--- config.mk ---
export PLATFORM = sky130hd
export DESIGN_NAME = input_debounce
export DESIGN_NICKNAME = d
export VERILOG_FILES = /design/src/rtl/input_debounce.sv
export SDC_FILE = /design/constraint.sdc
export NUM_CORES = 1
export LEC_CHECK = 0
export CORE_MARGIN = 1
export CORE_UTILIZATION = 40
export CTS_CLUSTER_SIZE = 28
export DETAILED_ROUTE_END_ITERATION = 8
export DONT_BUFFER_PORTS = 1
export PLACE_DENSITY_LB_ADDON = 0.25
export SKIP_CTS_REPAIR_TIMING = 1
export SLEW_MARGIN = 40
export SYNTH_ARGS = -nofsm -noshare
export SYNTH_HDL_FRONTEND = slang
export SYNTH_SLANG_ARGS = --single-unit
--- constraint.sdc ---
create_clock -name clk -period 2.4 [get_ports clk]
set_clock_uncertainty 0.05 [all_clocks]
set_input_delay 0.48 -clock clk [delete_from_list [all_inputs] [get_ports clk]]
set_output_delay 0.48 -clock clk [all_outputs]
set_load 0.02 [all_outputs]
--- src/rtl/input_debounce.sv ---
// Debounced front end for the push-button and DIP-switch PIOs.
// Each raw bit is first synchronised into clk. It then has to hold a new level
// for DEBOUNCE_CYCLES consecutive cycles before the stable output follows it.
// Registered one-cycle event pulses are raised in the same cycle that the new
// stable value first appears on the outputs.

module debounce_channel #(
  parameter int   DEBOUNCE_CYCLES = 50000,
  parameter logic RESET_VAL       = 1'b0
) (
  input  logic clk,
  input  logic reset,
  input  logic raw,
  output logic stable,
  output logic accept
);

  // DEBOUNCE_CYCLES-1 is the largest count the counter ever holds, so the
  // counter never wraps.
  localparam int CNT_W = $clog2(DEBOUNCE_CYCLES);
  localparam logic [CNT_W-1:0] CNT_LAST = CNT_W'(DEBOUNCE_CYCLES - 1);

  logic             sync1_reg;
  logic             sync2_reg;
  logic             stable_reg;
  logic             stable_next;
  logic [CNT_W-1:0] cnt_reg;
  logic [CNT_W-1:0] cnt_next;

  // Two-flop synchroniser. It resets to the idle level so that no false
  // mismatch is seen once reset is released.
  always_ff @(posedge clk) begin
    if (reset) begin
      sync1_reg <= RESET_VAL;
      sync2_reg <= RESET_VAL;
    end else begin
      sync1_reg <= raw;
      sync2_reg <= sync1_reg;
    end
  end

  // Counting rules:
  //   - A match with the stable value clears the count, so a single-cycle
  //     interruption restarts counting from zero.
  //   - A mismatch counts up.
  //   - A mismatch seen at the last count is accepted.
  // accept is high in the cycle before the stable value changes.
  always_comb begin
    cnt_next    = cnt_reg;
    stable_next = stable_reg;
    accept      = 1'b0;
    if (sync2_reg != stable_reg) begin
      if (cnt_reg == CNT_LAST) begin
        accept      = 1'b1;
        stable_next = sync2_reg;
        cnt_next    = '0;
      end else begin
        cnt_next = cnt_reg + CNT_W'(1);
      end
    end else begin
      cnt_next = '0;
    end
  end

  // Counter and stable-value state. Reset discards any count in progress.
  always_ff @(posedge clk) begin
    if (reset) begin
      cnt_reg    <= '0;
      stable_reg <= RESET_VAL;
    end else begin
      cnt_reg    <= cnt_next;
      stable_reg <= stable_next;
    end
  end

  assign stable = stable_reg;

endmodule

module input_debounce #(
  parameter int DEBOUNCE_CYCLES = 50000,
  parameter int BTN_W           = 2,
  parameter int SW_W            = 4
) (
  input  logic             clk,
  input  logic             reset,
  input  logic [BTN_W-1:0] button_n_raw,
  input  logic [SW_W-1:0]  dipsw_raw,
  output logic [BTN_W-1:0] button_pio_out,
  output logic [SW_W-1:0]  dipsw_pio_out,
  output logic [BTN_W-1:0] button_press,
  output logic [BTN_W-1:0] button_release,
  output logic             dipsw_change
);

  logic [BTN_W-1:0] btn_stable;
  logic [BTN_W-1:0] btn_accept;
  logic [SW_W-1:0]  sw_stable;
  logic [SW_W-1:0]  sw_accept;

  logic [BTN_W-1:0] button_press_reg;
  logic [BTN_W-1:0] button_release_reg;
  logic             dipsw_change_reg;

  genvar gi;

  // Buttons are active-low, so their idle (released) level is 1.
  generate
    for (gi = 0; gi < BTN_W; gi++) begin : g_btn
      debounce_channel #(
        .DEBOUNCE_CYCLES(DEBOUNCE_CYCLES),
        .RESET_VAL      (1'b1)
      ) u_chan (
        .clk   (clk),
        .reset (reset),
        .raw   (button_n_raw[gi]),
        .stable(btn_stable[gi]),
        .accept(btn_accept[gi])
      );
    end
  endgenerate

  // Switches idle at 0.
  generate
    for (gi = 0; gi < SW_W; gi++) begin : g_sw
      debounce_channel #(
        .DEBOUNCE_CYCLES(DEBOUNCE_CYCLES),
        .RESET_VAL      (1'b0)
      ) u_chan (
        .clk   (clk),
        .reset (reset),
        .raw   (dipsw_raw[gi]),
        .stable(sw_stable[gi]),
        .accept(sw_accept[gi])
      );
    end
  endgenerate

  // Event pulses are registered on the same edge that updates the stable
  // value, so each pulse lines up with the new output level. An accepted
  // button that is currently 1 is about to go to 0, which is a press.
  always_ff @(posedge clk) begin
    if (reset) begin
      button_press_reg   <= '0;
      button_release_reg <= '0;
      dipsw_change_reg   <= 1'b0;
    end else begin
      button_press_reg   <= btn_accept & btn_stable;
      button_release_reg <= btn_accept & ~btn_stable;
      dipsw_change_reg   <= |sw_accept;
    end
  end

  assign button_pio_out = btn_stable;
  assign dipsw_pio_out  = sw_stable;
  assign button_press   = button_press_reg;
  assign button_release = button_release_reg;
  assign dipsw_change   = dipsw_change_reg;

endmodule

After elaboration in Yosys (flattened, before gate mapping)
Index checks and enable logic that the tools add are counted.
Operators by class
  reduce and logical (&&, ||, !) cells: 13
  multiplexer cells: 12
  add/subtract/negate cells: 6
  bitwise operators: 9
  equality and inequality tests: 12
Operators by type and width (number)
  $add 16x1->16 const B: 6
  $eq 16x16->1 const B: 6
  $reduce_or 3->1: 6
  $mux 1: 12
  $reduce_and 2->1: 6
  $ne 1x1->1: 6
  $not 1->1: 6
  $and 2x2->2: 2
  $reduce_or 4->1: 1
  $not 2->2: 1
Word-level totals
  word-level logic and storage cells: 79
  input bits: 8
  bits in registers: 119
  output and inout port bits: 11

Longest topological paths before layout
Gate-level depths: netlist of the first run.
  depth in word-level cells: 4
  gate-level depth with buffers: 7
  mapped depth without buffers: 5

By module
From an unflattened synthesis of the first run, not the netlist that was laid out.
Unflattened totals
  cell total of the unflattened synthesis: 549
  area, all modules: 5255.0 µm²
By module, submodules not included
  debounce_channel (g_sw[0].u_chan ...): cells each 88, area an instance 835.8 µm², sequential area each 380.4 µm², instances 4
  debounce_channel (g_btn[0].u_chan ...): cells each 93, area an instance 884.6 µm², sequential area each 380.4 µm², instances 2
  input_debounce: cells each 11, area an instance 142.6 µm², sequential area each 100.1 µm², instances 1

Worst setup path after synthesis of the first run
OpenSTA, ideal clock, no wires.
  kind: register -> register
  from: reg g_sw[2].u_chan.cnt_reg[0]
  to: reg g_sw[2].u_chan.cnt_reg[14]
  data arrival time: 1.824 ns
  setup time: 0.117 ns
  clock period less this slack: 1.992 ns
  cell stages (with the launch flop): 7
  setup slack: 0.408 ns
  path buffers: 1
  required time: 2.233 ns
  cells stage by stage: dfxtp_1 -> ha_1 -> nand3_1 -> or4b_1 -> o31ai_2 -> buf_2 -> nor2_1
On the way
  longest elaborated chain between the ends: 2
  elaborated cells between the ends (all ways): 3
  those cells by class: add/sub: 1; eq/ne: 1; reduce/logical: 1
Ends and longest elaborated chain
  from (decl): RTL line 27  | logic [CNT_W-1:0] cnt_reg;
  from (signal assigned): RTL line 71  | cnt_reg <= cnt_next;
  parallel branches: the longest is 2 deep, another holds $add 16x1->16
Parallel ways; which one is timed is not known.
A chain may end at the register's enable or synchronous reset.

Final worst setup path of the first run
  from: reg g_sw[1].u_chan.cnt_reg[13]
  to: reg g_sw[1].u_chan.cnt_reg[2]
On the way
  longest elaborated chain between the ends: 2
Ends and longest elaborated chain
  from (decl): RTL line 27
  from (signal assigned): RTL line 71
  $eq 16x16->1: RTL line 53  | if (cnt_reg == CNT_LAST) begin
  $reduce_or 3->1 (no source line)
Every way passes these cells.

==> impl_metrics.csv, run 1 <==
group,metric,value,unit
outcome,status,"finished, final reports clean",
placement,dp_cells,724,
placement,port_buffers,0,
logic_synthesis,yosys.area_share.xor_xnor,14.82,%
worst_setup_path,crit_end,"g_sw[1].u_chan.cnt_reg[2]",
logic_synthesis,synth_top_family_by_area,"simple AND/OR/NAND/NOR gates",
logic_synthesis,synth_edf_count,0,
final_layout,fin_cells,752,
routing,drtPass1Iterations,5,
routing,routedWlPerCell,12.29,um
worst_setup_path,critPathLaunch,"g_sw[1].u_chan.cnt_reg[13]",
routing,dr_wl_met2,4272,um
timing,setup_viol,0,
final_layout,register_area,2382,um2
floorplanning,start_util,41.61,%
worst_setup_path,cp_num_buf_inv,0,
timing,fmax,477.2,MHz
worst_setup_path,slowest_delay,550,ps
logic_synthesis,synth_compound_area_share,2.339,%
routing,highest_layer,"met4",
routing,dr_wl_met3,356,um
floorplanning,core_area,12210,um2
power_and_ir_drop,p_int,3.674,mW
power_and_ir_drop,comb_power_share,0.8,%
power_and_ir_drop,leakage,1.744,nW
clocking,cts_max_path_buffers,2,
timing,hold_viol_final,0,
worst_setup_path,cp_common_cell,"or4b_4",
clocking,cts_htree_levels,4,
worst_setup_path,path_depth,4,
power_and_ir_drop,vdd_ir_drop_max,597.8,uV
worst_setup_path,worstPathCellList,"or4b_4 > or4b_4 > o21ai_4 > nor2_1",
worst_setup_path,slowest_stage,"or4b_4",
worst_setup_path,r2r-end,"g_sw[1].u_chan.cnt_reg[2]",
clocking,numCtsBuffers,17,
final_layout,diodes,0,
placement,dp_hpwl,6372,um
floorplanning,rows,40,
final_layout,area_growth,14.87,%
routing,drt-vias-per-instance,5.057,
worst_setup_path,arrival,2320,ps
floorplanning,die_w,114.7,um
clocking,clkLatencyLatePin,410,ps
timing,rsz0062_at_grt,"no",
power_and_ir_drop,powerDensity,772.1,nW/um2
worst_setup_path,reg2reg_depth,4,
routing,num_vias,3803,
timing,max_slew_margin,70.48,%
clocking,cts.clk_slew.worst_paths,50,ps
floorplanning,fp.dieArea,13160,um2
logic_synthesis,syn_nets,579,
timing,tns,0,ps
logic_synthesis,synth_area,5081,um2
global_routing,grt_first_pass_wirelength,16240,um
floorplanning,io_pins,19,
logic_synthesis,synth_ff_type,"dfxtp_1",
final_layout,multi_input_area,2517,um2
logic_synthesis,synth_most_common_cell,"dfxtp_1",
logic_synthesis,yosys-top-cells-count,"dfxtp_1, nor2_1, xnor2_1",
logic_synthesis,synthArstFlopShare,0,%
floorplanning,die_h,114.7,um
final_layout,num-fill-cells,1183,
logic_synthesis,synth_top_area_share,46.89,%
worst_setup_path,crit_family,"simple AND/OR/NAND/NOR gates",
worst_setup_path,crit_path_end_kind,"flop",
routing,drt_iter0_drc,172,
logic_synthesis,yosysTopAreaCell,"dfxtp_1",
power_and_ir_drop,switchingPower,0.8325,mW
power_and_ir_drop,p_clk_share,54.8,%
power_and_ir_drop,p_total,4.507,mW
worst_setup_path,rr_startpoint,"g_sw[1].u_chan.cnt_reg[13]",
worst_setup_path,cp-start-kind,"flop",
final_layout,nets,589,
worst_setup_path,crit_path_max_fanout,16,
global_routing,grt-ovfl-total,0,
worst_setup_path,critPathKind,"reg -> reg",
logic_synthesis,synthCells,565,
timing,maxSlewViolCount,0,
global_routing,grtUsageTotal,15.84,%
power_and_ir_drop,sequentialPowerShare,44.4,%
global_routing,grt_start_max_net_pins,31,
power_and_ir_drop,switching_share,18.47,%
final_layout,utilization,47.80,%
routing,drc,0,
logic_synthesis,synth_cell_types,43,
routing,wirelength,9245,um
global_routing,grt_pass1_vias,3575,
final_layout,largest_register_ffs,64,
run,max_cap_viol_count,0,
timing,tightest_slew,441.1,ps
final_layout,drive_gt1_share,8.562,%
logic_synthesis,yosys_warnings,0,
logic_synthesis,synth_seq_cells,119,
global_routing,antenna_found_initial,0,
placement,dp_slack,304.0,ps
clocking,clock_sinks,119,
clocking,cts_root_buffer,"clkbuf_16",
worst_hold_path,hold_path.class,"in -> reg",
logic_synthesis,synthAdderAreaFrac,1.477,%
worst_setup_path,required,2630,ps
timing,postLayoutSetupSlackWorst,304.4,ps
logic_synthesis,synth_area_leaders,"dfxtp_1, xnor2_1, nor2_1, nand3_1, nor4_1",
timing,finalCriticalPeriod,2096,ps
routing,ant_nets,0,
clocking,cts_tree,"done",
logic_synthesis,avgSynthCellArea,8.993,um2
logic_synthesis,ys_seq_area_share,46.89,%
routing,wl_met1,4471,um
logic_synthesis,synthMuxAreaShare,0.5910,%
logic_synthesis,synth-simple-area-share,30.31,%
timing,min_period_over_period,87.31,%
worst_setup_path,reg2reg_slack,300,ps
placement,gp_congestion,0.7965,
==> routing by layer <==
| layer | global-route usage [%] | vias up |
|---|---|---|
| met2 | 25.21 | 68 |
| met1 | 19.25 | 1760 |
| met4 | 8.831 | 0 |
| li1 | - | 1964 |
| met3 | 4.659 | 11 |
| met5 | 0 | - |
==> power by group through the flow <==
stage	Sequential, mW	Combinational (mW)	Clock [mW]
after floorplan	2.04	0.0335	0
after global placement	2.04	0.0352	0
after detailed placement	2.04	0.0362	0
after CTS	2.00	0.0365	2.53
after global routing	2.00	0.0408	2.62
final	2.00	0.0357	2.47
==> metrics by stage <==
step	area, um2	hold WS, ps
after CTS	5837	74.12
after global routing	5837	71.22
after detailed placement	5256	363.0
after global placement	5256	362.4
final	5837	92.17
after floorplan	5081	339.5
==> kinds of logic (layout without fill, tap and decap cells) <==
| family | Yosys count | in the layout |
|---|---|---|
| AOI/OAI and AO/OA | 17 | 17 |
| xor gates and xnor gates | 86 | 86 |
| adders and majority gates | 6 | 6 |
| buffers and inverters | 37 | 56 |
| DFF | 119 | 119 |
| muxes | 3 | 3 |
| and+or+nand+nor | 297 | 297 |
==> cell usage in the layout, fill, tap and decap left out, types with 2 or more instances in the layout <==
cell	n
or4b_4	2
nor3_1	22
nand2b_1	5
or2_2	5
and3_1	7
nor4_2	3
a21oi_1	6
or4bb_1	3
nand4_1	25
clkbuf_8	6
o21ai_0	3
ha_1	6
o31ai_1	2
nor2b_1	11
clkbuf_16	17
or4_1	7
nand4b_1	3
inv_1	17
nand3_1	37
clkbuf_1	2
and3b_1	2
xor2_1	16
and2_1	2
nand2_1	18
dfxtp_1	119
buf_4	11
mux2i_1	3
or3_1	3
xnor2_1	70
nor4_1	26
nor2_1	112
bufinv_16	2
==> area by class of cell <==
class                           count  area share (%)
Multi-Input combinational cell    409           43.13
Sequential cell                   119           40.81
Inverter                           17           1.093
Tap cell                          168           3.601
Timing Repair Buffer               11           1.415
Clock buffer                       25           8.832
Clock inverter                      3           1.115
==> worst min-delay path by stage <==
stage / from / to / slack (ps) / cells after the start
finish: reset / g_sw[3].u_chan.sync1_reg / 90 / 1
global route: reset / g_sw[3].u_chan.sync1_reg / 70 / 1
CTS: reset / g_sw[3].u_chan.stable / 70 / 1
detailed placement: g_btn[1].u_chan.sync1_reg / g_btn[1].u_chan.sync2_reg / 360 / 1
global placement: g_btn[1].u_chan.sync1_reg / g_btn[1].u_chan.sync2_reg / 360 / 1
floorplan: g_btn[0].u_chan.sync1_reg / g_btn[0].u_chan.sync2_reg / 340 / 1
No activity file was read; power rests on OpenSTA's default activity.
==> inputs of run 2 (changes only) <==
==> constraint.sdc (replaced) <==
create_clock -name clk -period 2.2 [get_ports clk]
set_clock_uncertainty 0.05 [all_clocks]
set_input_delay 0.44 -clock clk [delete_from_list [all_inputs] [get_ports clk]]
set_output_delay 0.44 -clock clk [all_outputs]
set_load 0.02 [all_outputs]
==> run 2 against run 1 <==
Net effect: flip-flop and latch count stayed put; hold slack worse by 48 ps; wire length is 0.31% higher; sequential share of layout area is 0.26 points lower; critical path depth is 1 higher; first-iteration DRC count is 16% higher; count of clock-buffer cells in the layout stayed put; highest routed layer unchanged; non-clock buffer count is 3 higher; largest cell class unchanged.
==> impl_metrics.csv, run 2 (same netlist as run 1, synthesis figures left out) <==
group,metric,value,unit
placement,dp_hpwl,6335,um
run,max_cap_viol_count,0,
timing,min_period_over_period,90.69,%
final_layout,nets,592,
timing,finalCriticalPeriod,1995,ps
worst_setup_path,crit_path_max_fanout,16,
clocking,cts_root_buffer,"clkbuf_16",
worst_setup_path,slowest_delay,550,ps
placement,gp_congestion,0.8309,
clocking,cts_max_path_buffers,2,
worst_setup_path,cp-start-kind,"flop",
global_routing,grtUsageTotal,16.02,%
worst_setup_path,critPathKind,"reg -> reg",
worst_setup_path,reg2reg_depth,5,
final_layout,mostFrequentLayoutCell,"dfxtp_1",
clocking,cts_htree_levels,4,
global_routing,grt_start_max_net_pins,31,
global_routing,antenna_found_initial,0,
worst_setup_path,required,2450,ps
floorplanning,die_w,114.7,um
timing,fmax,501.2,MHz
routing,drtPass1Iterations,4,
routing,drc,0,
final_layout,multi_input_area,2517,um2
worst_setup_path,crit_path_end_kind,"flop",
routing,drt-vias-per-instance,5.001,
floorplanning,core_area,12210,um2
timing,tns,0,ps
routing,routedWlPerCell,12.27,um
final_layout,drive_gt1_share,8.503,%
routing,ant_nets,0,
timing,setup_viol,0,
worst_setup_path,slowest_stage,"or4b_4",
worst_setup_path,rr_startpoint,"g_sw[1].u_chan.cnt_reg[13]",
final_layout,final_cell_mix,"dfxtp_1, nor2_1, xnor2_1, nand3_1, nor4_1",
power_and_ir_drop,vdd_ir_drop_max,573.4,uV
final_layout,register_area,2382,um2
floorplanning,start_util,41.61,%
final_layout,area_growth,15.61,%
global_routing,grt_pass1_vias,3613,
final_layout,diodes,0,
floorplanning,fp.dieArea,13160,um2
power_and_ir_drop,p_total,4.913,mW
final_layout,largest_register_ffs,64,
timing,rsz0062_at_grt,"no",
clocking,cts.clk_slew.worst_paths,50,ps
power_and_ir_drop,powerDensity,836.3,nW/um2
power_and_ir_drop,leakage,1.762,nW
timing,maxSlewViolCount,0,
worst_setup_path,critPathLaunch,"g_sw[1].u_chan.cnt_reg[13]",
worst_setup_path,reg2reg_slack,200,ps
worst_hold_path,hold_path.class,"in -> reg",
worst_setup_path,r2r-end,"g_sw[1].u_chan.cnt_reg[5]",
timing,tightest_slew,392.9,ps
placement,port_buffers,0,
timing,hold_viol_final,0,
routing,wirelength,9274,um
final_layout,num-fill-cells,1175,
timing,max_slew_margin,73.59,%
routing,drt_iter0_drc,199,
worst_setup_path,crit_end,"g_sw[1].u_chan.cnt_reg[5]",
clocking,cts_tree,"done",
routing,num_vias,3781,
clocking,clkLatencyLatePin,410,ps
floorplanning,die_h,114.7,um
clocking,clock_sinks,119,
worst_setup_path,cp_common_cell,"or4b_4",
floorplanning,rows,40,
clocking,numCtsBuffers,17,
outcome,status,"finished, final reports clean",
floorplanning,io_pins,19,
worst_setup_path,worstPathCellList,"or4b_4 > or4b_4 > o21ai_4 > buf_12 > nor2_1",
worst_setup_path,arrival,2240,ps
global_routing,grt-ovfl-total,0,
global_routing,grt_first_pass_wirelength,16300,um
==> run 2: how the worst min path moves through the flow <==
stage                              startpoint                         to  slack, ps  cells after the start
CTS                                     reset   g_sw[0].u_chan.sync1_reg         30                      1
global placement    g_btn[1].u_chan.sync1_reg  g_btn[1].u_chan.sync2_reg        370                      1
global route                            reset   g_sw[2].u_chan.sync1_reg         30                      1
detailed placement  g_btn[1].u_chan.sync1_reg  g_btn[1].u_chan.sync2_reg        360                      1
floorplan           g_btn[0].u_chan.sync1_reg  g_btn[0].u_chan.sync2_reg        340                      1
finish                                  reset   g_sw[0].u_chan.sync1_reg         40                      1
==> run 2: where the power goes <==
group | total [mW] | internal [mW] | switching [mW]
registers | 2.18 | 2.17 | 0.00816
logic | 0.0413 | 0.0193 | 0.0220
clock network | 2.69 | 1.82 | 0.874
==> run 2: routing by layer <==
metal,global-route usage [%],part of all wire [%],vias up
li1,-,-,1963
met1,19.65,47,1757
met3,5.506,4.2,15
met5,0,0,-
met4,8.831,1.9,0
met2,24.69,47,46
==> run 2: metrics by stage <==
step / instance area (um2) / utilization [%] / hold WS, ps / std cells / setup WS, ps
4_1_cts: 5854 / 47.94 / 27.91 / 755 / 99.96
3_5_place_dp: 5284 / 43.27 / 361.6 / 726 / 97.48
5_1_grt: 5874 / 48.10 / 26.31 / 756 / 64.48
3_3_place_gp: 5284 / 43.27 / 365.1 / 726 / 154.6
6_report: 5874 / 48.10 / 44.25 / 756 / 204.9
2_1_floorplan: 5081 / - / 339.5 / 565 / 208.3
==> run 2: layout make-up <==
type / count / area share, %
sequential: 119 / 40.55
clock inverter: 4 / 1.619
clock buffer: 25 / 8.094
tap: 168 / 3.578
timing repair buffer: 14 / 2.215
inverter: 17 / 1.086
multi-input combinational: 409 / 42.85
==> run 2: critical path: cells and delay by family, from the launching register on <==
| family | cells | cell delay, ps |
|---|---|---|
| simple gates | 3 | 1150 |
| flops | 1 | 340 |
| compound gates | 1 | 180 |
| buf+inv | 1 | 160 |
